### config.mk
export PLATFORM = sky130hd
export DESIGN_NAME = somador_serial_param
export DESIGN_NICKNAME = d
export VERILOG_FILES = /design/src/rtl/somador_serial_param.sv
export SDC_FILE = /design/constraint.sdc
export NUM_CORES = 1
export LEC_CHECK = 0
export BUFFER_PORTS_ARGS = -buffer_cell sky130_fd_sc_hd__buf_4
export CAP_MARGIN = 5
export CORE_AREA = 2 2 109 137
export CTS_BUF_LIST = sky130_fd_sc_hd__clkbuf_8
export DETAILED_ROUTE_END_ITERATION = 12
export DIE_AREA = 0 0 111 139
export GPL_TIMING_DRIVEN = 0
export SYNTH_ARGS = -nofsm -noshare
export SYNTH_HDL_FRONTEND = slang
export SYNTH_SLANG_ARGS = --single-unit
export TNS_END_PERCENT = 100
### constraint.sdc
create_clock -name clk -period 2.9 [get_ports clk]
set_input_delay 0.58 -clock clk [delete_from_list [all_inputs] [get_ports clk]]
set_output_delay 0.58 -clock clk [all_outputs]
set_load 0.01 [all_outputs]
### src/rtl/somador_serial_param.sv
// rtl/somador_serial_param.sv - multi-cycle sliced adder/subtractor with carry register between slices
module somador_serial_param #(
    parameter int LARGURA = 16,
    parameter int FATIA   = 4
) (
    input  logic               clk,
    input  logic               rst_n,
    input  logic               inicio,
    input  logic               sub,
    input  logic [LARGURA-1:0] vet1,
    input  logic [LARGURA-1:0] vet2,
    input  logic               cin,
    output logic               ocupado,
    output logic               pronto,
    output logic [LARGURA-1:0] vetr,
    output logic               cout,
    output logic               ovf
);

    localparam bit PARAM_OK = (FATIA >= 1) && (FATIA <= LARGURA)
                              && ((LARGURA % ((FATIA >= 1) ? FATIA : 1)) == 0);
    localparam int NFATIAS  = LARGURA / ((FATIA >= 1) ? FATIA : 1);
    localparam int IDX_W    = (NFATIAS > 1) ? $clog2(NFATIAS) : 1;
    localparam logic [IDX_W-1:0] ULTIMA = IDX_W'(NFATIAS - 1);

    localparam logic [1:0] OCIOSO = 2'd0;
    localparam logic [1:0] CALC   = 2'd1;
    localparam logic [1:0] FIM    = 2'd2;

    if (!PARAM_OK) begin : g_param_invalido
        $error("somador_serial_param: FATIA must divide LARGURA and lie in 1..LARGURA");
    end

    logic [1:0]         estado;
    logic [LARGURA-1:0] reg_a;
    logic [LARGURA-1:0] reg_b;
    logic [LARGURA-1:0] acc;
    logic [LARGURA-1:0] acc_prox;
    logic               carry;
    logic [IDX_W-1:0]   idx;
    logic [FATIA-1:0]   fat_a;
    logic [FATIA-1:0]   fat_b;
    logic [FATIA:0]     soma;
    logic               c_msb;
    logic               ultima;

    // Carry into the slice MSB is recovered from the sum bit instead of a second adder chain.
    always_comb begin
        fat_a    = reg_a[int'(idx) * FATIA +: FATIA];
        fat_b    = reg_b[int'(idx) * FATIA +: FATIA];
        soma     = {1'b0, fat_a} + {1'b0, fat_b} + {{FATIA{1'b0}}, carry};
        c_msb    = soma[FATIA-1] ^ fat_a[FATIA-1] ^ fat_b[FATIA-1];
        acc_prox = acc;
        acc_prox[int'(idx) * FATIA +: FATIA] = soma[FATIA-1:0];
        ultima   = (idx == ULTIMA);
    end

    always_ff @(posedge clk) begin
        if (!rst_n) begin
            estado  <= OCIOSO;
            reg_a   <= '0;
            reg_b   <= '0;
            acc     <= '0;
            carry   <= 1'b0;
            idx     <= '0;
            ocupado <= 1'b0;
            pronto  <= 1'b0;
            vetr    <= '0;
            cout    <= 1'b0;
            ovf     <= 1'b0;
        end else begin
            pronto <= 1'b0;
            case (estado)
                OCIOSO, FIM: begin
                    if (inicio) begin
                        // Subtraction is folded into an add of ~B with inverted borrow.
                        reg_a   <= vet1;
                        reg_b   <= vet2 ^ {LARGURA{sub}};
                        carry   <= cin ^ sub;
                        idx     <= '0;
                        ocupado <= 1'b1;
                        estado  <= CALC;
                    end else begin
                        estado <= OCIOSO;
                    end
                end
                CALC: begin
                    acc   <= acc_prox;
                    carry <= soma[FATIA];
                    if (ultima) begin
                        vetr    <= acc_prox;
                        cout    <= soma[FATIA];
                        ovf     <= soma[FATIA] ^ c_msb;
                        pronto  <= 1'b1;
                        ocupado <= 1'b0;
                        idx     <= '0;
                        estado  <= FIM;
                    end else begin
                        idx <= idx + IDX_W'(1);
                    end
                end
                default: begin
                    estado  <= OCIOSO;
                    ocupado <= 1'b0;
                end
            endcase
        end
    end

endmodule

==> results_dict.tcl <==
set metrics [dict create \
    mostFrequentLayoutCell "sky130_fd_sc_hd__dfxtp_1" \
    syn_avg_cell_area_um2 9.63 \
    utilization_of_the_core_after_routing 0.312 \
    syn-num-nets 408 \
    ant_nets 0 \
    cp_data_arrival_time_ns 3.06 \
    synth_seq_area_share 0.422 \
    number_of_buffers_inserted_during_clock_tree_synthesis 9 \
    die-height_um 139 \
    overflow 0 \
    globalplace.congestion 0.779 \
    synth_cell_types 33 \
    unrepaired_setup_endpoints_after_global_routing "true" \
    synth_async_sr_flop_share 0 \
    post-dp-hpwl_mm 6.61 \
    insertedDiodeCount 0 \
    finalCriticalPeriod_ns 2.83 \
    ioPinCount 57 \
    postLayoutCellArea_mm2 0.00441 \
    synthesis.area_mm2 0.00347 \
    design.final.nets 478 \
    ys.warnings.count 0 \
    dpl_cell_area_mm2 0.00410 \
    drt-wirelength-per-cell_um 14.4 \
    dr_total_vias 2784 \
    worst_setup_path_end_kind "register" \
    finalSetupViolCount 0 \
    hold_start "reg_a[11]" \
    worstSetupPathType "reg2reg" \
    area_growth_syn_to_layout_pct 27.2 \
    grt_start_max_net_pins 15 \
    finalWirelength_mm 8.81 \
    dieArea_mm2 0.0154 \
    timing.rr.start "idx[0]" \
    maxSlewViolCount 0 \
    clkLatencyLatePin_ns 0.36 \
    floorplan.initialDensity 0.245 \
    fin_worst_skew_ns 0.0110 \
    number_of_instances_in_the_synthesized_netlist 360 \
    cts.path.max_buffers 2 \
    core-area_mm2 0.0142 \
    regToRegEndpoint "ovf" \
    worst_setup_path_start_kind "register" \
    cp_data_required_time_ns 3.13 \
    hold_path_end "reg_a[11]" \
    die_w_um 111 \
    first_global_vias 2862 \
    synth-edff-count 0 \
    peakVddDrop_mv 0.206 \
    clock_sink_count 73 \
    worstRegToRegCells 9 \
    final.hold.worst_slack_ns 0.467 \
    drive_above_1_share 0.223 \
    drtIter0Drc 124 \
    pwr_density_cell_mw_per_mm2 538 \
    dp_cells 592 \
    hold_path.class "reg2reg" \
    cts_root_buffer "sky130_fd_sc_hd__clkbuf_8" \
    synth_top_flop_cell "sky130_fd_sc_hd__dfxtp_1" \
    ctsHoldBuffers 0 \
    hold_violations 0 \
    remaining_drc_errors 0 \
    timing.final.crit_share 0.975 \
    antenna_found_initial 0 \
    clk_pin_slew_worst_paths_ns 0.08 \
    outcome "finished clean" \
    timing.max_cap.violations 0 \
    io_buffer_count 54 \
    whs_path_depth 2 \
    final_cells 613 \
    cts_tree "built" \
    drtPass1Iterations 4 \
    max_slew.worst_pin.slew_ns 0.605 \
    global_route.usage.total 0.117 \
    post_drt_via_cell_ratio 4.54 \
    num_rows 49 \
    cts_max_level 3 \
    critical_path_peak_fanout 6 \
    first_pass_grt_wire_length_mm 14.5 \
    layout_common_cells "sky130_fd_sc_hd__dfxtp_1 (72), sky130_fd_sc_hd__nand2_1 (65), sky130_fd_sc_hd__buf_4 (59)" \
    power_leakage_nw 1.98 \
    ff2ff_setup_slack_ns 0.07 \
    max_freq_mhz 354 \
    relSlewSlack 0.595 \
    yosys_register_bits 73 \
]
## Yosys cell counts (2+ instances only)
cell type                  number  share of area
sky130_fd_sc_hd__ha_1           9          0.032
sky130_fd_sc_hd__nand2_1       65          0.070
sky130_fd_sc_hd__a32oi_1       12          0.030
sky130_fd_sc_hd__a21o_1         2         0.0043
sky130_fd_sc_hd__mux4_2         7          0.045
sky130_fd_sc_hd__a22oi_1        6          0.013
sky130_fd_sc_hd__clkbuf_2       2         0.0029
sky130_fd_sc_hd__o211a_1       29          0.084
sky130_fd_sc_hd__fa_1           2          0.012
sky130_fd_sc_hd__clkbuf_1      26          0.028
sky130_fd_sc_hd__nor2b_1       37          0.067
sky130_fd_sc_hd__o21ai_0        8          0.012
sky130_fd_sc_hd__and3_1         2         0.0036
sky130_fd_sc_hd__xnor2_1       17          0.043
sky130_fd_sc_hd__a21boi_0      16          0.035
sky130_fd_sc_hd__nand2b_1       2         0.0036
sky130_fd_sc_hd__buf_2          2         0.0029
sky130_fd_sc_hd__xor2_1         2         0.0051
sky130_fd_sc_hd__dfxtp_1       73           0.42
sky130_fd_sc_hd__a21oi_1       25          0.036
sky130_fd_sc_hd__and2_1         4         0.0072
## layout make-up
type                            count  area [um2]
Buffer                             31         144
Clock buffer                        9         124
Clock inverter                      7         101
Fill cell                        1470        9750
Inverter                            2        7.51
Multi-Input combinational cell    254        1900
Sequential cell                    73        1470
Tap cell                          178         223
Timing Repair Buffer               59         443
## critical path, stage by stage, from the launching register on
cell	delay, ns
sky130_fd_sc_hd__dfxtp_4	0.37
sky130_fd_sc_hd__buf_12	0.12
sky130_fd_sc_hd__mux4_2	0.52
sky130_fd_sc_hd__fa_2	0.40
sky130_fd_sc_hd__fa_2	0.41
sky130_fd_sc_hd__a21o_1	0.20
sky130_fd_sc_hd__a21oi_4	0.14
sky130_fd_sc_hd__xnor3_1	0.27
sky130_fd_sc_hd__xnor2_2	0.19
sky130_fd_sc_hd__a21oi_1	0.08
## report_power, final
group	internal, mW	switching [mW]	total (mW)
clock network	0.491	0.419	0.911
logic	0.178	0.216	0.394
registers	1.04	0.0234	1.07
total	1.71	0.658	2.37
## cells by family after synthesis
| logic type | Yosys count | share of synthesized area |
|---|---|---|
| buffers and inverters | 33 | 0.0383 |
| multiplexers | 8 | 0.0531 |
| AO/OA/AOI/OAI | 98 | 0.214 |
| flip-flops | 73 | 0.422 |
| adder cells (fa/ha/maj) | 11 | 0.0440 |
| XOR/XNOR | 21 | 0.0592 |
| AND/OR/NAND/NOR | 116 | 0.170 |
## per-layer routing
layer,vias to the layer above,global-route usage,wire length (um)
met5,-,0,0
met2,48,0.211,4630
met4,0,0.0500,200
met3,16,0.0219,289
li1,1397,-,-
met1,1323,0.136,3690
## stage by stage
step	setup slack [ns]	setup TNS [ns]	power (mW)
after detailed placement	-0.529	-2.53	1.47
final	0.0717	0	2.37
after CTS	0.00785	0	2.39
after global routing	-0.0136	-0.0136	2.47
after global placement	-0.502	-2.34	1.46
after floorplan	0.0264	0	1.33
## worst max-delay path by stage
stage / from / slack (ns) / end / depth (start not counted)
2_1_floorplan: idx[0] / 0.03 / ovf / 9
3_3_place_gp: idx[0] / -0.50 / ovf / 9
6_report: idx[0] / 0.07 / ovf / 9
5_1_grt: idx[0] / -0.01 / ovf / 9
3_5_place_dp: idx[0] / -0.53 / ovf / 9
4_1_cts: idx[0] / 0.008 / ovf / 9
## flip-flops by register name (all words and copies together), names as in the netlist
signal,count
pronto,1
vetr,16
reg_b,16
ovf,1
ocupado,1
carry,1
estado,2
idx,2
acc,16
cout,1
reg_a,16
## repair_timing
| action | CTS | global route |
|---|---|---|
| pin swaps | 1 | 5 |
| setup endpoints to repair | 11 | 1 |
| buffers inserted | 2 | 3 |
| resized for setup | 9 | 2 |
Note: power is estimated with default switching activity, not from simulation.
